==> src/rtl/lcd_bus_receiver.sv <==
// lcd_bus_receiver: receiving-end model of the 4-bit HD44780 character-LCD bus.
// Decodes EN strobes into init nibbles or assembled bytes, and flags
// short strobes, strobes during the busy window, and read strobes.
//
// Ports:
//   clk, reset            clock; synchronous active-high reset
//   LCD_RS, LCD_RW        register select / read-write from the controller
//   LCD_EN, LCD_SF_D      enable strobe and data nibble
//   init_valid, init_nibble   standalone nibble accepted in init mode
//   rx_valid, rx_data, rx_rs  byte assembled in 4-bit mode
//   rx_count              bytes received since reset (wraps)
//   mode_4bit             0 = init mode, 1 = 4-bit pairing mode
//   err_short_en, err_busy, err_rw   one-cycle violation pulses
module lcd_bus_receiver #(
    parameter int EN_MIN_CYCLES = 12,
    parameter int GAP_CYCLES    = 50,
    parameter int CMD_WAIT      = 2000,
    parameter int CLEAR_WAIT    = 82000
) (
    input  logic       clk,
    input  logic       reset,
    input  logic       LCD_RS,
    input  logic       LCD_RW,
    input  logic       LCD_EN,
    input  logic [3:0] LCD_SF_D,
    output logic       init_valid,
    output logic [3:0] init_nibble,
    output logic       rx_valid,
    output logic [7:0] rx_data,
    output logic       rx_rs,
    output logic [7:0] rx_count,
    output logic       mode_4bit,
    output logic       err_short_en,
    output logic       err_busy,
    output logic       err_rw
);

    localparam int HW = $clog2(EN_MIN_CYCLES + 1);

    typedef enum logic {
        PH_HIGH,
        PH_LOW
    } phase_t;

    phase_t      phase, phase_nx;
    logic        en_q, rs_q, rw_q;
    logic [3:0]  d_q;
    logic [HW-1:0] hi_cnt;
    logic        ignored;
    logic [16:0] busy_cnt, busy_nx;
    logic [3:0]  stored, stored_nx;
    logic        mode_nx;
    logic        init_v_nx, rx_v_nx, short_nx, busy_err_nx, rw_err_nx;
    logic [3:0]  nib_nx;
    logic [7:0]  data_nx, cnt_nx, byte_val;
    logic        rs_nx;
    logic        rise, fall, hi_ok, accept;

    assign rise     = LCD_EN & ~en_q;
    assign fall     = ~LCD_EN & en_q;
    assign hi_ok    = hi_cnt >= HW'(EN_MIN_CYCLES);
    assign accept   = fall & ~ignored & hi_ok;
    assign byte_val = {stored, d_q};

    always_comb begin
        phase_nx    = phase;
        mode_nx     = mode_4bit;
        stored_nx   = stored;
        busy_nx     = (busy_cnt == 17'd0) ? 17'd0 : busy_cnt - 17'd1;
        init_v_nx   = 1'b0;
        nib_nx      = init_nibble;
        rx_v_nx     = 1'b0;
        data_nx     = rx_data;
        rs_nx       = rx_rs;
        cnt_nx      = rx_count;
        short_nx    = fall & ~ignored & ~hi_ok;
        rw_err_nx   = rise & (rw_q | LCD_RW);
        busy_err_nx = rise & mode_4bit & (busy_cnt != 17'd0);
        if (accept) begin
            if (!mode_4bit) begin
                init_v_nx = 1'b1;
                nib_nx    = d_q;
                if (d_q == 4'h2) begin
                    mode_nx  = 1'b1;
                    phase_nx = PH_HIGH;
                end
            end else begin
                unique case (phase)
                    PH_HIGH: begin
                        stored_nx = d_q;
                        phase_nx  = PH_LOW;
                        busy_nx   = 17'(GAP_CYCLES);
                    end
                    PH_LOW: begin
                        rx_v_nx  = 1'b1;
                        data_nx  = byte_val;
                        rs_nx    = rs_q;
                        cnt_nx   = rx_count + 8'd1;
                        phase_nx = PH_HIGH;
                        // clear and home need the long settle time
                        if (!rs_q && (byte_val == 8'h01 || byte_val == 8'h02))
                            busy_nx = 17'(CLEAR_WAIT);
                        else
                            busy_nx = 17'(CMD_WAIT);
                    end
                endcase
            end
        end
    end

    always_ff @(posedge clk) begin
        if (reset) begin
            phase        <= PH_HIGH;
            en_q         <= 1'b0;
            rs_q         <= 1'b0;
            rw_q         <= 1'b0;
            d_q          <= 4'h0;
            hi_cnt       <= '0;
            ignored      <= 1'b0;
            busy_cnt     <= 17'd0;
            stored       <= 4'h0;
            mode_4bit    <= 1'b0;
            init_valid   <= 1'b0;
            init_nibble  <= 4'h0;
            rx_valid     <= 1'b0;
            rx_data      <= 8'h00;
            rx_rs        <= 1'b0;
            rx_count     <= 8'h00;
            err_short_en <= 1'b0;
            err_busy     <= 1'b0;
            err_rw       <= 1'b0;
        end else begin
            en_q <= LCD_EN;
            rs_q <= LCD_RS;
            rw_q <= LCD_RW;
            d_q  <= LCD_SF_D;
            // the rise edge itself is the first high sample
            if (rise)
                hi_cnt <= HW'(1);
            else if (LCD_EN && !hi_ok)
                hi_cnt <= hi_cnt + HW'(1);
            if (rise)
                ignored <= rw_q | LCD_RW;
            phase        <= phase_nx;
            busy_cnt     <= busy_nx;
            stored       <= stored_nx;
            mode_4bit    <= mode_nx;
            init_valid   <= init_v_nx;
            init_nibble  <= nib_nx;
            rx_valid     <= rx_v_nx;
            rx_data      <= data_nx;
            rx_rs        <= rs_nx;
            rx_count     <= cnt_nx;
            err_short_en <= short_nx;
            err_busy     <= busy_err_nx;
            err_rw       <= rw_err_nx;
        end
    end

endmodule

==> config.mk <==
export PLATFORM = sky130hd
export DESIGN_NAME = lcd_bus_receiver
export DESIGN_NICKNAME = d
export VERILOG_FILES = /design/src/rtl/lcd_bus_receiver.sv
export SDC_FILE = /design/constraint.sdc
export NUM_CORES = 1
export LEC_CHECK = 0
export CAP_MARGIN = 20
export CORE_MARGIN = 2
export CORE_UTILIZATION = 50
export DETAILED_ROUTE_END_ITERATION = 7
export DONT_BUFFER_PORTS = 1
export GPL_TIMING_DRIVEN = 0
export HOLD_SLACK_MARGIN = 0.08
export PLACE_DENSITY_LB_ADDON = 0.1
export SETUP_SLACK_MARGIN = 0.05
export SLEW_MARGIN = 20
export SYNTH_ARGS = -nofsm -noshare
export SYNTH_HDL_FRONTEND = slang
export SYNTH_SLANG_ARGS = --single-unit
==> constraint.sdc <==
create_clock -name clk -period 2.3 [get_ports clk]
set_input_delay 0.46 -clock clk [delete_from_list [all_inputs] [get_ports clk]]
set_output_delay 0.46 -clock clk [all_outputs]
set_load 0.005 [all_outputs]
==> out/results.ini, run 1 <==
[synthesis]
yosys_warnings = 0
synth.distinct_cells = 44
yosys.area.top_type = dfxtp_1
seq_area_frac_synth_pct = 49.3
synth-edff-count = 0
synthAdderAreaFrac_pct = 2.02
synthMuxAreaShare_pct = 7.27
yosysTopAreaCellShare_pct = 49.3
synth_top_family_by_area = simple AND/OR/NAND/NOR gates
synthCells = 255
dominantRegCellSynth = dfxtp_1
synthArstFlopShare_pct = 0
synth_common_cells = 61 x dfxtp_1, 29 x nor2_1, 18 x mux2i_1, 17 x a21oi_1, 12 x nand2_1
synth_seq_cells = 61
netlist_area_sq_um = 2480
synthSimpleGateAreaFrac_pct = 24.1
synthTopCellsByArea = dfxtp_1 49%, mux2i_1 7.3%, nor2_1 4.4%
syn_avg_cell_area_sq_um = 9.72
synth-compound-area-share_pct = 9.49
yosysMostFrequentCell = dfxtp_1
synth_xor_area_share_pct = 4.95
synth_nets = 268

[power_and_ir_drop]
power_frac_comb_pct = 24.7
power_density_nw_per_um2 = 1130
total_power_mw = 3.12
p_seq_share_pct = 44.4
swShare_pct = 31.9
power.leakage_nw = 1.12
switching_power_mw = 0.994
vdd_drop_max_mv = 0.524
clkPwrFrac_pct = 30.9
p_int_mw = 2.12

[floorplanning]
rows = 25
ios = 36
core-area_sq_um = 4750
die_h_um = 74.4
die-area_sq_um = 5540
initial_core_util_pct = 52.1
die_w_um = 74.4

[worst_setup_path]
cp_max_fo = 10
critPathCaptureType = register
timing.rr.start = busy_cnt[5]
max_stage_delay_ns = 0.53
worstPathCellList = nor4_1 -> nand4_1 -> nand3b_1 -> buf_4 -> o22ai_1
critical_path_arrival_ns = 2.10
cp_num_buf_inv = 1
critPathRequiredTime_ns = 2.50
reg2reg_slack_ns = 0.41
reg2regPathDepth = 5
r2r-end = busy_cnt[6]
crit_type = register to register
slowest_stage = nor4_1
crit_path_start_kind = register
crit_family = simple AND/OR/NAND/NOR gates

[sta]
finalHoldViolCount = 0
tightest_slew_ns = 0.626
rsz0062_at_grt = no
fin_skew_ns = 0.00596
final-max-slew-violation-count = 0
fin_crit_sh_pct = 82.4
timing.fmax_ghz = 0.528
finalSetupTns_ns = 0
period_minus_slack_ns = 1.89
relSlewSlack_pct = 58.2
setup_viol = 0

[cts]
cts_buffers = 9
htree_levels = 3
cts_sinks = 61
cts_resized = 0
clockRootBuffer = clkbuf_8
clk-insertion-delay-late_ns = 0.33
cts_buffer_depth = 2
holdBufCountCts = 0
tritoncts = yes
clkTransAtPathRegs_ns = 0.07
post-cts-setup-buffers = 0

[global_route]
grt_util_all_layers_pct = 19.6
grt_max_degree = 11
first_global_vias = 1616
grt_pass1_wl_um = 8070
grt_overflow = 0
antenna_found_initial = 0

[placement]
place_area_sq_um = 2560
io_buffer_count = 0
dpl.hpwl_um = 3320
gp_congestion = 0.792

[worst_hold_path]
min_path_type = input pin to register
hp-start = reset
hold_depth = 1
min_delay_worst_endpoint = en_q

[finish]
fill_cells = 453
syn_to_final_growth_pct = 11.6
fin_area_sq_um = 2770
drive_above_1_share_pct = 8.86
num_antenna_cells = 0
multi_input_area_sq_um = 1190
register_area_sq_um = 1220
nets = 279

[routing]
drt-initial-drc-count = 75
wl_per_cell_um = 14.2
via_count = 1825
first_pass_iters = 4
via_per_inst = 5.40
drc = 0
ant_nets = 0
wirelength_um = 4790

[outcome]
status = completed

[run]
maxCapViolCount = 0

## registers in the layout, summed over array words and instances (netlist names), 4 cells and up
signal / cells
rx_count: 8
hi_cnt: 4
busy_cnt: 17
rx_data: 8
init_nibble: 4
d_q: 4
stored: 4
## worst max-delay path by stage
| stage | startpoint | slack, ns | endpoint | depth (start not counted) |
|---|---|---|---|---|
| 3_3_place_gp | LCD_EN | 0.39 | busy_cnt[16] | 6 |
| 2_1_floorplan | LCD_EN | 0.64 | rx_count[7] | 5 |
| 4_1_cts | busy_cnt[5] | 0.40 | busy_cnt[6] | 5 |
| 3_5_place_dp | LCD_EN | 0.37 | busy_cnt[14] | 6 |
| 6_report | busy_cnt[5] | 0.41 | busy_cnt[6] | 5 |
| 5_1_grt | busy_cnt[5] | 0.12 | busy_cnt[6] | 5 |
## placed cells by master (no fill, tap or decap), types with 2 or more instances in the layout
cell / count
buf_4: 2
o21ai_0: 7
o21a_1: 2
nor4b_1: 2
or4b_1: 2
nor2_1: 29
ha_1: 4
nor3_1: 5
dfxtp_1: 61
buf_2: 3
xor2_1: 11
nand3_1: 9
o21bai_1: 2
clkbuf_1: 7
nor4_1: 5
nand2_1: 12
xnor2_1: 3
mux2i_1: 18
nand3b_1: 3
clkbuf_8: 11
a21oi_1: 17
or3_1: 2
inv_1: 5
nor2b_1: 9
nand4_1: 5
o31ai_1: 5
or4_1: 7
and3_1: 3
## power groups by stage
stage               clock [mW]  sequential, mW  combinational (mW)
floorplan                    0            1.36               0.655
global placement             0            1.40               0.760
detailed placement           0            1.40               0.771
CTS                      0.990            1.38               0.776
global route              1.05            1.41               0.885
finish                   0.964            1.38               0.770
## layout make-up
cell class                      instances  share of cell area (%)
Buffer                                 11                    1.90
Clock buffer                           13                    5.75
Clock inverter                          3                    1.58
Inverter                                5                   0.679
Multi-Input combinational cell        178                    42.9
Sequential cell                        61                    44.2
Tap cell                               67                    3.03
## metal layers
layer  track usage (%)  vias up  part of all wire [%]
li1                  -      938                     -
met4              6.55        0                   1.4
met5                 0        -                     0
met2              29.3       28                    46
met1              24.9      852                    48
met3              9.49        7                   5.4
## cells by family after synthesis
family	count (synthesis)
AND/OR/NAND/NOR	103
flip-flops	61
AO/OA/AOI/OAI	39
multiplexers	18
buffers and inverters	16
XOR/XNOR	14
adder cells (fa/ha/maj)	4
## per-stage QoR
stage	setup WS, ns	hold WS (ns)	instances	utilization [%]
6_report	0.405	0.196	338	58.2
5_1_grt	0.116	0.165	338	58.2
4_1_cts	0.396	0.177	338	58.2
3_5_place_dp	0.375	0.447	322	53.9
3_3_place_gp	0.394	0.458	322	53.9
2_1_floorplan	0.638	0.428	255	-
Power figures use the tool's default switching activity.
==> run 2, diff against run 1 <==
- clock period: 2.3 -> 1.6 ns (I/O delays scaled with it)
==> run 2 against run 1 <==
Clock skew is essentially flat. Sequential power rose by 51%. Critical path type unchanged. Combinational power increased by 92%. Clock-buffer cell count shrank 1. Clock power grew 59%. Register-to-register slack worse by 0.37 ns. Critical endpoint is now busy_cnt[10]. Flip-flop and latch count stayed put. Core utilization grew 5.1 points. Maximum frequency up 21%. Highest routed layer unchanged.
==> out/results.ini, run 2 (synthesized netlist as in run 1, its figures left out) <==
[outcome]
status = completed

[worst_setup_path]
critPathRequiredTime_ns = 1.82  ; -0.68 ns
slowest_stage = or4b_4
crit_type = register to register
critical_path_arrival_ns = 1.79  ; -0.31 ns
timing.rr.start = busy_cnt[1]
max_stage_delay_ns = 0.50  ; -0.03 ns
cp_max_fo = 4  ; -6
critPathCaptureType = register
worstPathCellList = inv_4 -> ha_4 -> or4b_4 -> nor3_4 -> xnor2_1 -> o21ai_1
startpoint = busy_cnt[1]
crit_path_start_kind = register

[finish]
largest_reg_flops = 17  ; unchanged
regMostFlops = busy_cnt
multi_input_area_sq_um = 1310  ; +10%
drive_above_1_share_pct = 20.9  ; +12 points
fin_cells = 345  ; +2.1%
final_cell_mix = 51 x dfxtp_1, 29 x nor2_1, 18 x mux2i_1
fill_cells = 420  ; -7.3%
post-route-util_pct = 63.3  ; +5.1 points
largestRegisters = busy_cnt: 17 flops, rx_count: 8 flops, rx_data: 8 flops
register_area_sq_um = 1250  ; +2.0%
layout_commonest_cell = dfxtp_1
nets = 287  ; +2.9%
num_antenna_cells = 0  ; unchanged
syn_to_final_growth_pct = 21.4

[floorplanning]
ios = 36  ; unchanged
die-area_sq_um = 5540  ; unchanged
core-area_sq_um = 4750  ; unchanged
rows = 25  ; unchanged
die_h_um = 74.4  ; unchanged
die_w_um = 74.4  ; unchanged
initial_core_util_pct = 52.1  ; unchanged

[routing]
drc = 0  ; unchanged
via_per_inst = 5.57  ; +3.2%
wirelength_um = 5110  ; +6.6%
drt-initial-drc-count = 82  ; +9.3%
wl_per_cell_um = 14.8  ; +4.4%
via_count = 1923  ; +5.4%
first_pass_iters = 4  ; unchanged
ant_nets = 0  ; unchanged

[sta]
finalSetupTns_ns = 0  ; unchanged
final-max-slew-violation-count = 0  ; unchanged
rsz0062_at_grt = yes
period_minus_slack_ns = 1.57  ; -0.329 ns
setup_viol = 0  ; unchanged
timing.fmax_ghz = 0.639  ; +21%
tightest_slew_ns = 0.496  ; -0.130 ns
fin_crit_sh_pct = 97.9  ; +15 points
finalHoldViolCount = 0  ; unchanged
setup_slack_ns = 0.0340  ; -0.371 ns
relSlewSlack_pct = 66.9  ; +8.8 points
fin_skew_ns = 0.00644  ; +0.000476 ns

[placement]
dpl.hpwl_um = 3250  ; -1.9%
dp_slack_ns = -0.260  ; -0.635 ns
io_buffer_count = 0  ; unchanged
placedCellCount = 322  ; unchanged
gp_congestion = 0.792  ; about the same

[run]
maxCapViolCount = 0  ; unchanged

[cts]
tritoncts = yes
cts_buffers = 9  ; unchanged
clockRootBuffer = clkbuf_8
clk-insertion-delay-late_ns = 0.34  ; about the same
cts_sinks = 61  ; unchanged
clkTransAtPathRegs_ns = 0.07  ; about the same
cts_buffer_depth = 2  ; unchanged
htree_levels = 3  ; unchanged

[power_and_ir_drop]
power_density_nw_per_um2 = 1690  ; +50%
vdd_drop_max_mv = 0.956  ; +83%
total_power_mw = 5.09  ; +63%
power.leakage_nw = 1.20  ; +7.2%

[global_route]
grt_max_degree = 11  ; unchanged
grt_pass1_wl_um = 8370  ; +3.8%
first_global_vias = 1753  ; +8.5%
antenna_found_initial = 0  ; unchanged
grt_util_all_layers_pct = 20.3  ; +0.71 points
grt_overflow = 0  ; unchanged

[worst_hold_path]
hp-start = LCD_SF_D[3]
min_path_type = input pin to register

run 2: cell types whose count changed in the layout (fill, tap and decap cells not counted), moves of 3 or more:
cell | before | now
dfxtp_1 | 61 | 51
buf_4 | 2 | 7
dfxtp_2 | 0 | 5
dfxtp_4 | 0 | 5
buf_6 | 0 | 3
nor3_1 | 5 | 2
nor4_1 | 5 | 2
run 2: layout make-up:
| class | count | area share, % |
|---|---|---|
| Buffer | 10 | 2.08 |
| Inverter | 5 | 0.790 |
| Timing Repair Buffer | 8 | 2.08 |
| Clock buffer | 12 | 5.16 |
| Multi-Input combinational cell | 179 | 43.4 |
| Clock inverter | 3 | 2.29 |
| Sequential cell | 61 | 41.4 |
| Tap cell | 67 | 2.79 |
run 2: metal layers:
| layer | vias to the layer above | wire length (um) | track usage, % |
|---|---|---|---|
| met1 | 907 | 2310 | 25.7 |
| li1 | 960 | - | - |
| met5 | - | 0 | 0 |
| met4 | 0 | 104 | 9.13 |
| met3 | 12 | 275 | 7.86 |
| met2 | 44 | 2420 | 30.8 |
run 2: critical path: cells and delay by family, from the launching register on:
kind | cells | cell delay (ns)
AO/OA/AOI/OAI | 1 | 0.07
XOR/XNOR | 1 | 0.14
flip-flops | 1 | 0.37
adder cells (fa/ha/maj) | 1 | 0.12
buffers and inverters | 1 | 0.06
AND/OR/NAND/NOR | 2 | 0.68
run 2: report_power, final:
group / switching (mW) / total (mW) / internal [mW]
Sequential: 0.332 / 2.09 / 1.75
Clock: 0.571 / 1.53 / 0.957
Combinational: 0.704 / 1.48 / 0.773
run 2: path summary, 6_finish.rpt:
| kind | endpoint | slack, ns | depth (start not counted) |
|---|---|---|---|
| setup reg to reg | busy_cnt[10] | 0.03 | 6 |
| hold / removal | d_q[3] | 0.11 | 1 |
| setup / recovery | busy_cnt[10] | 0.03 | 6 |
| hold reg to reg | err_rw | 0.48 | 1 |
run 2: through the flow:
stage,hold WS [ns],cell area [sq um]
finish,0.113,3010
global route,0.0960,3010
CTS,0.0932,2940
detailed placement,0.408,2570
global placement,0.404,2570
floorplan,0.399,2480
run 2: what timing repair did:
action	in CTS	in global routing
pin swaps	5	12
endpoints found under the hold margin	1	0
gates resized for setup	25	18
buffers inserted	5	2
setup endpoints to repair	36	30
hold buffers	1	0
gates cloned	1	0
